<file path="src/rtl/uart_tx.sv">
// 8-N-1 UART transmitter with valid/ready byte input and registered serial output.
// Define UART_TX_FIFO_EN to replace the single holding register with a FIFO_DEPTH-entry FIFO.
module uart_tx #(
    parameter int DIVISOR    = 286,
    parameter int FIFO_DEPTH = 4
) (
    input  logic       clk,
    input  logic       rst_n,
    input  logic [7:0] data,
    input  logic       data_valid,
    output logic       ready,
    output logic       tx,
    output logic       busy
);
    localparam logic [8:0] LAST = 9'(DIVISOR - 1);

    typedef enum logic [3:0] {
        S_IDLE, S_START, S_D0, S_D1, S_D2, S_D3, S_D4, S_D5, S_D6, S_D7, S_STOP
    } state_t;

    state_t     state;
    logic [8:0] cnt;
    logic [7:0] shift;
    logic [7:0] head;
    logic       empty, full, push, pop;

    assign push  = data_valid && ready;
    assign ready = !full;
    assign busy  = (state != S_IDLE) || !empty;

    // Pops only look at registered buffer state, so a byte never bypasses the buffer.
    assign pop = !empty && ((state == S_IDLE) || (state == S_STOP && cnt == LAST));

`ifdef UART_TX_FIFO_EN
    localparam int AW = $clog2(FIFO_DEPTH);
    logic [7:0]  mem [FIFO_DEPTH];
    logic [AW:0] wptr, rptr;

    assign empty = (wptr == rptr);
    assign full  = (wptr[AW] != rptr[AW]) && (wptr[AW-1:0] == rptr[AW-1:0]);
    assign head  = mem[rptr[AW-1:0]];

    always_ff @(posedge clk or negedge rst_n) begin
        if (!rst_n) begin
            wptr <= '0;
            rptr <= '0;
        end else begin
            if (push) wptr <= wptr + 1'b1;
            if (pop)  rptr <= rptr + 1'b1;
        end
    end

    always_ff @(posedge clk) begin
        if (push) mem[wptr[AW-1:0]] <= data;
    end
`else
    logic [7:0] hold;
    logic       hold_full;

    assign empty = !hold_full;
    assign full  = hold_full;
    assign head  = hold;

    // push and pop are mutually exclusive here: push needs empty, pop needs full.
    always_ff @(posedge clk or negedge rst_n) begin
        if (!rst_n) begin
            hold      <= '0;
            hold_full <= 1'b0;
        end else if (push) begin
            hold      <= data;
            hold_full <= 1'b1;
        end else if (pop) begin
            hold_full <= 1'b0;
        end
    end
`endif

    always_ff @(posedge clk or negedge rst_n) begin
        if (!rst_n) begin
            state <= S_IDLE;
            cnt   <= '0;
            shift <= '0;
            tx    <= 1'b1;
        end else begin
            case (state)
                S_IDLE: begin
                    cnt <= '0;
                    tx  <= 1'b1;
                    if (pop) begin
                        shift <= head;
                        state <= S_START;
                        tx    <= 1'b0;
                    end
                end
                default: begin
                    if (cnt != LAST) begin
                        cnt <= cnt + 9'd1;
                    end else begin
                        cnt <= '0;
                        if (state == S_STOP) begin
                            if (pop) begin
                                shift <= head;
                                state <= S_START;
                                tx    <= 1'b0;
                            end else begin
                                state <= S_IDLE;
                                tx    <= 1'b1;
                            end
                        end else if (state == S_D7) begin
                            state <= S_STOP;
                            tx    <= 1'b1;
                        end else begin
                            // START..D6: the next data state sends bit (state - S_START).
                            state <= state_t'(state + 4'd1);
                            tx    <= shift[3'(state - S_START)];
                        end
                    end
                end
            endcase
        end
    end
endmodule
</file>
<file path="config.mk">
export PLATFORM = sky130hd
export DESIGN_NAME = uart_tx
export DESIGN_NICKNAME = d
export VERILOG_FILES = /design/src/rtl/uart_tx.sv
export SDC_FILE = /design/constraint.sdc
export NUM_CORES = 1
export LEC_CHECK = 0
export BUFFER_PORTS_ARGS = -buffer_cell sky130_fd_sc_hd__buf_2
export CORE_UTILIZATION = 40
export CTS_BUF_LIST = sky130_fd_sc_hd__clkbuf_4 sky130_fd_sc_hd__clkbuf_8
export CTS_CLUSTER_SIZE = 20
export DETAILED_ROUTE_END_ITERATION = 10
export SLEW_MARGIN = 25
export SYNTH_ARGS = -nofsm -noshare
export SYNTH_HDL_FRONTEND = slang
export SYNTH_SLANG_ARGS = --single-unit
</file>
<file path="constraint.sdc">
create_clock -name clk -period 1.9 [get_ports clk]
set_clock_uncertainty 0.2 [all_clocks]
set_input_delay 0.095 -clock clk [delete_from_list [all_inputs] [get_ports clk]]
set_output_delay 0.095 -clock clk [all_outputs]
set_load 0.01 [all_outputs]
</file>
Word-level counts from Yosys, hierarchy flattened
Index checks and enable logic that the tools add are counted.
{"block": "word_totals", "ff_bits": 31, "latch_bits": 0, "mem_bits_rw": 0, "rom_bits": 0, "input_bits": 11, "elab_cells": 49, "mem_count": 0}
{"block": "classes", "n_addsub": 3, "mul": 0, "div_mod_pow": 0, "magnitude_cmp": 1, "eq_ne": 6, "shifts": 0, "n_mux": 21, "n_bitwise": 0, "n_reduce_logical": 12}
{"cell": "two-way mux 8 bit", "count": 4}
{"cell": "two-way mux 4 bit", "count": 5}
{"cell": "two-way mux 9 bit", "count": 2}
{"cell": "adder 9 x 1 -> 9 bit (second input constant)", "count": 1}
{"cell": "== test 9 bit (second input constant)", "count": 1}
{"cell": "two-way mux 1 bit", "count": 9}
{"cell": "inequality test 9 bit (second input constant)", "count": 1}
{"cell": "== test 4 bit (second input constant)", "count": 2}
{"cell": "adder 4 x 1 -> 4 bit (second input constant)", "count": 1}
{"cell": "zero test 4 bit", "count": 1}
{"cell": "less-than comparator 3 x 4 -> 1 bit (second input constant)", "count": 1}
{"cell": "inequality test 2 bit (second input constant)", "count": 2}
{"cell": "AND reduction 2 bit", "count": 2}
{"cell": "nonzero test 2 bit", "count": 2}
{"cell": "nonzero test 4 bit", "count": 1}
{"cell": "binary-select mux 1 bit (select 3 bit)", "count": 1}
{"cell": "logical AND 1 bit", "count": 3}
{"cell": "subtractor 3 x 1 -> 3 bit (second input constant)", "count": 1}
{"cell": "logical OR 1 bit", "count": 2}
{"cell": "zero test 1 bit", "count": 1}

Depth between registers and ports, before layout
{"block": "logic_depth", "depth_word": 8, "ltp_mapped": 7}

Worst setup path before layout
No wires, ideal clock.
{"block": "synth_timing", "kind": "reg2reg", "from": "register state[0]", "to": "register shift[1]", "setup_ns": 0.125, "arrival_time_ns": 1.680, "required_time_ns": 1.575, "path_slack_ns": -0.105, "path_stages_with_launch": 8, "n_path_buf": 1, "synth_period_minus_slack_ns": 2.005, "path_cell_list": "dfrtp_1 inv_1 ha_1 nor3b_1 nand2_1 o31ai_4 buf_6 mux2_4"}
{"block": "synth_between", "elab_chain_cells": 8, "elab_cells_between_ends": 12, "classes_between": "eq/ne: 2; mux: 4; reduce/logical: 6"}
{"item": "from (decl)", "line": "21", "text": "state_t state;"}
{"item": "from (signal assigned)", "line": "114", "text": "state <= state_t'(state + 4'd1);"}
{"item": "== test 4 bit", "line": "32, 100"}
{"item": "logical AND 1 bit", "line": "32", "text": "assign pop = !empty && ((state == S_IDLE) || (state == S_STOP && cnt == LAST));"}
{"item": "logical OR 1 bit", "line": "32"}
{"item": "logical AND 1 bit", "line": "32"}
{"item": "two-way mux 8 bit (3 in a row)"}
{"item": "two-way mux 8 bit", "line": "85", "text": "case (state)"}
{"item": "to (signal assigned)", "line": "82", "text": "shift <= '0;"}
{"item": "to (signal assigned)", "line": "90", "text": "shift <= head;"}
{"item": "to (signal assigned)", "line": "102", "text": "shift <= head;"}
{"item": "to (decl)", "line": "23", "text": "logic [7:0] shift;"}
Several ways; a longest one is shown, not always the timed one. The select of a mux whose other input is x is not followed.
A chain may end at the register's enable or synchronous reset.

Final worst setup path
{"block": "layout_timing", "from": "register cnt[1]", "to": "register shift[0]"}
{"block": "layout_between", "elab_chain_cells": 8, "elab_cells_between_ends": 11, "classes_between": "eq/ne: 3; mux: 4; reduce/logical: 4"}
{"item": "from (decl)", "line": "22", "text": "logic [8:0] cnt;"}
{"item": "from (signal assigned)", "line": "97", "text": "cnt <= cnt + 9'd1;"}
{"item": "== test 9 bit", "line": "32"}
{"item": "logical AND 1 bit", "line": "32"}
{"item": "logical OR 1 bit", "line": "32"}
{"item": "logical AND 1 bit", "line": "32"}
{"item": "two-way mux 8 bit (4 in a row)"}
Several ways; a longest one is shown, not always the timed one. The select of a mux whose other input is x is not followed.

==> summary.txt <==
Run status
  • Run status: finished with violations
  • Failing checks: negative setup slack

GRT
  • Sum of overflow across all layers after global routing: 0
  • Number of global-route vias before repair: 1,143
  • Wire length of the first global-routing pass: 5240 um
  • Largest net degree at the start of global routing: 32
  • All-Layer GR Usage: 16.8%
  • Number of antenna violations at the first check in global routing: 0

Route
  • Total via count in the routed design: 1,082
  • Number of nets with antenna violations after routing: 0
  • Average via count per standard cell: 4.75
  • First-pass iteration count of the detailed router: 4
  • DRC errors left: 0
  • Drt wl/cell: 12.8 um
  • Number of design-rule violations left by the first detailed-router iteration: 43
  • Total detailed-routing wirelength: 2910 um

Power and ir drop
  • Leakage component of the power: 0.956 nW
  • Power per standard cell area: 1160 mW/mm2
  • Switching part of the total: 29.2%
  • Share of total power in the clock network: 19.7%
  • Total Power: 0.00245 W
  • Share of total power in combinational logic: 36.6%
  • Internal Pwr Total: 0.00174 W
  • Sw power: 0.000716 W
  • Part of the total power dissipated in sequential elements: 43.6%
  • Worst IR Drop VDD: 692 uV

Clocking
  • Clk_lat worst skew: 0.28 ns
  • Clock Root Buffer: clkbuf_8
  • Clock-pin slew on the worst setup and hold paths: 0.07 ns
  • Buffer levels on the longest clock path: 2
  • Deepest level of the CTS H-tree: 2
  • Clock tree from TritonCTS: yes
  • Number of buffers inserted during clock tree synthesis: 5
  • TritonCTS sink count: 31

Yosys
  • Post-synth top area cell: dfrtp_1
  • Yosys warning count: 0
  • Most used flip-flop cell after synthesis: dfrtp_1
  • Synth unique cells: 34
  • Mean area per synthesized cell: 12.2 um2
  • Asr flop ratio synth: 100%
  • Net count after synthesis: 147
  • Number of enable flip-flop cells after synthesis: 0
  • Gate count of the mapped netlist: 129
  • Register bit count reported by yosys: 31
  • Sequential cell area fraction in the yosys report: 49.5%
  • Area of the mapped netlist: 0.00157 mm2
  • Cells taking the most area after synthesis: dfrtp_1 48%, mux2_4 6.7%, mux2_2 6.5%
  • Yosys top cell area share: 47.8%

STA
  • Shortest period the worst path allows: 2.01 ns
  • Worst slew slack as a fraction of its limit: 54.9%
  • Maximum operating frequency: 0.496 GHz
  • Tcrit/Tclk final: 106%
  • Worst Tran Pin Value: 0.677 ns
  • Finish-stage setup viols: 8
  • Final count of hold timing violations: 0
  • Setup repair after global routing missed its margin: yes
  • Minimum setup slack in the final design: -0.114 ns
  • Final Max Tran Viols: 0

Critical path
  • Maximum single-stage delay on the critical path: 0.38 ns
  • Register-to-Register Setup Slack: -0.11 ns
  • Crit path depth: 7
  • Worst Setup EP: shift[0]$_DFFE_PN0P_
  • Critical path's slowest cell: dfrtp_1
  • Critical path origin: cnt[1]$_DFF_PN0_
  • Crit-path leading delay family: flip-flops
  • CP Launch Type: register
  • Capture instance of the worst register-to-register path: shift[0]$_DFFE_PN0P_
  • Crit Path Category: reg2reg
  • Cell chain of the critical path: inv_1 > ha_1 > nor4b_4 > nand3_2 > o31ai_4 > buf_12 > mux2_1
  • Critical path buffers and inverters: 2
  • Required arrival time at the worst endpoint: 1.86 ns
  • Launch instance of the worst register-to-register path: cnt[1]$_DFF_PN0_
  • FF-to-FF path depth: 7
  • Highest net fanout along the worst path: 9
  • Critical path endpoint category: register
  • Arrival time at the worst endpoint: 1.97 ns

Finish
  • Synth-to-layout area growth: 35.1%
  • Final instance area: 0.00212 mm2
  • Final standard cell count with taps included and fillers excluded: 228
  • Layout Nets: 197
  • Antenna diode count: 0
  • Layout cells sized above 1: 42.2%

Die
  • Area of the die: 0.00418 mm2
  • Standard-cell rows: 22
  • Initial core utilization: 42.2%
  • Y dimension of the die: 64.6 um
  • Placeable core region: 0.00372 mm2
  • Count of boundary I/O pins: 14
  • Die width: 64.6 um

Placed design
  • Number of buffer cells added on primary ports: 13
  • Placer Congestion: 0.885
  • Placed Area: 0.00187 mm2
  • Placed instance count: 209
  • Setup slack after placement: -0.117 ns
  • HPWL after DPL: 2190 um

Job
  • Number of max-cap violations: 0

Hold path
  • Hold Path Class: in2async
==> worst min-delay path by stage <==
| stage | startpoint | endpoint | cells past startpoint |
|---|---|---|---|
| 6_report | rst_n | head[0]$_DFFE_PN0P_ | 2 |
| 3_3_place_gp | rst_n | head[3]$_DFFE_PN0P_ | 1 |
| 2_1_floorplan | rst_n | cnt[0]$_DFF_PN0_ | 0 |
| 4_1_cts | rst_n | shift[2]$_DFFE_PN0P_ | 2 |
| 3_5_place_dp | rst_n | head[0]$_DFFE_PN0P_ | 1 |
| 5_1_grt | rst_n | head[2]$_DFFE_PN0P_ | 2 |
==> cell families after synthesis <==
group	synth area share, %
fa+ha+maj	5.58
compound gates	5.66
buf+inv	2.47
mux	16.7
simple gates	15.6
xor+xnor	4.47
flops	49.5
==> per-layer routing <==
metal  vias up  global-route usage (%)  share of wire (%)
met5         -                       0                  0
met4         0                    6.67                1.6
met3         6                    4.23                3.1
met2        17                    26.7                 46
met1       510                    21.8                 50
li1        549                       -                  -
==> what timing repair did <==
| item | CTS | global route |
|---|---|---|
| buffers inserted | 1 | 0 |
| endpoints found under the setup margin | 19 | 22 |
| gates resized for setup | 6 | 5 |
| cloned | 0 | 0 |
| hold endpoints to repair | 39 | 0 |
| hold buffers | 10 | 0 |
| pin swaps | 3 | 4 |
==> state kept, by name, indices dropped and copies added, names as in the netlist <==
| name | flops |
|---|---|
| head | 8 |
| tx | 1 |
| shift | 8 |
| full | 1 |
| cnt | 9 |
| state | 4 |
==> layout make-up <==
class / instances / area, um2
Tap cell: 48 / 60.1
Inverter: 5 / 18.8
Sequential cell: 31 / 778
Multi-Input combinational cell: 90 / 808
Clock inverter: 3 / 15.0
Timing Repair Buffer: 46 / 370
Fill cell: 310 / 1600
Clock buffer: 5 / 68.8
==> through the flow <==
step | hold slack [ns] | util (%) | TNS [ns]
finish | 0.189 | 57.0 | -0.690
global route | 0.257 | 57.0 | -1.69
CTS | 0.218 | 56.3 | -0.903
detailed placement | -0.0243 | 50.3 | -1.37
global placement | -0.0326 | 50.3 | -0.652
floorplan | -0.401 | - | -0.429
==> power groups by stage <==
| stage | Sequential [W] | Clock, W | Combinational (W) |
|---|---|---|---|
| after floorplan | 0.00107 | 0 | 0.000533 |
| after global placement | 0.00108 | 0 | 0.000790 |
| after detailed placement | 0.00108 | 0 | 0.000815 |
| after CTS | 0.00107 | 0.000505 | 0.000885 |
| after global routing | 0.00111 | 0.000530 | 0.000982 |
| final | 0.00107 | 0.000484 | 0.000898 |
==> layout by cell type, fill, tap and decap left out, types with 2 or more instances in the layout <==
cell and n:
dfrtp_1 29, buf_4 19, nor2_1 13, buf_2 13, dlygate4sd3_1 10, nand2_1 9
mux2_4 8, mux2_2 8, o21ai_0 6, ha_1 6, clkbuf_8 5, inv_1 4
nand3_1 4, xnor2_1 4, xor2_1 3, clkinv_2 3, o31ai_4 2, nor3_1 2
and3_1 2, nor3b_2 2, nor2b_1 2, mux4_2 2, buf_12 2, buf_6 2
==> cell usage after synthesis, drive strengths merged (2+ instances only) <==
cell type,number
and3,2
buf,2
dfrtp,30
ha,7
inv,5
mux2,17
mux4,2
nand2,9
nand3,5
nor2,13
nor2b,2
nor3,3
nor3b,3
o21ai,6
o31ai,2
or3b,2
xnor2,5
xor2,3
==> worst reg2reg max path, cell delays in order, from the launching register on <==
cell     delay, ns
dfrtp_1       0.38
inv_1         0.06
ha_1          0.15
nor4b_4       0.23
nand3_2       0.15
o31ai_4       0.24
buf_12        0.18
mux2_1        0.32
(Power assumes the default switching activity.)
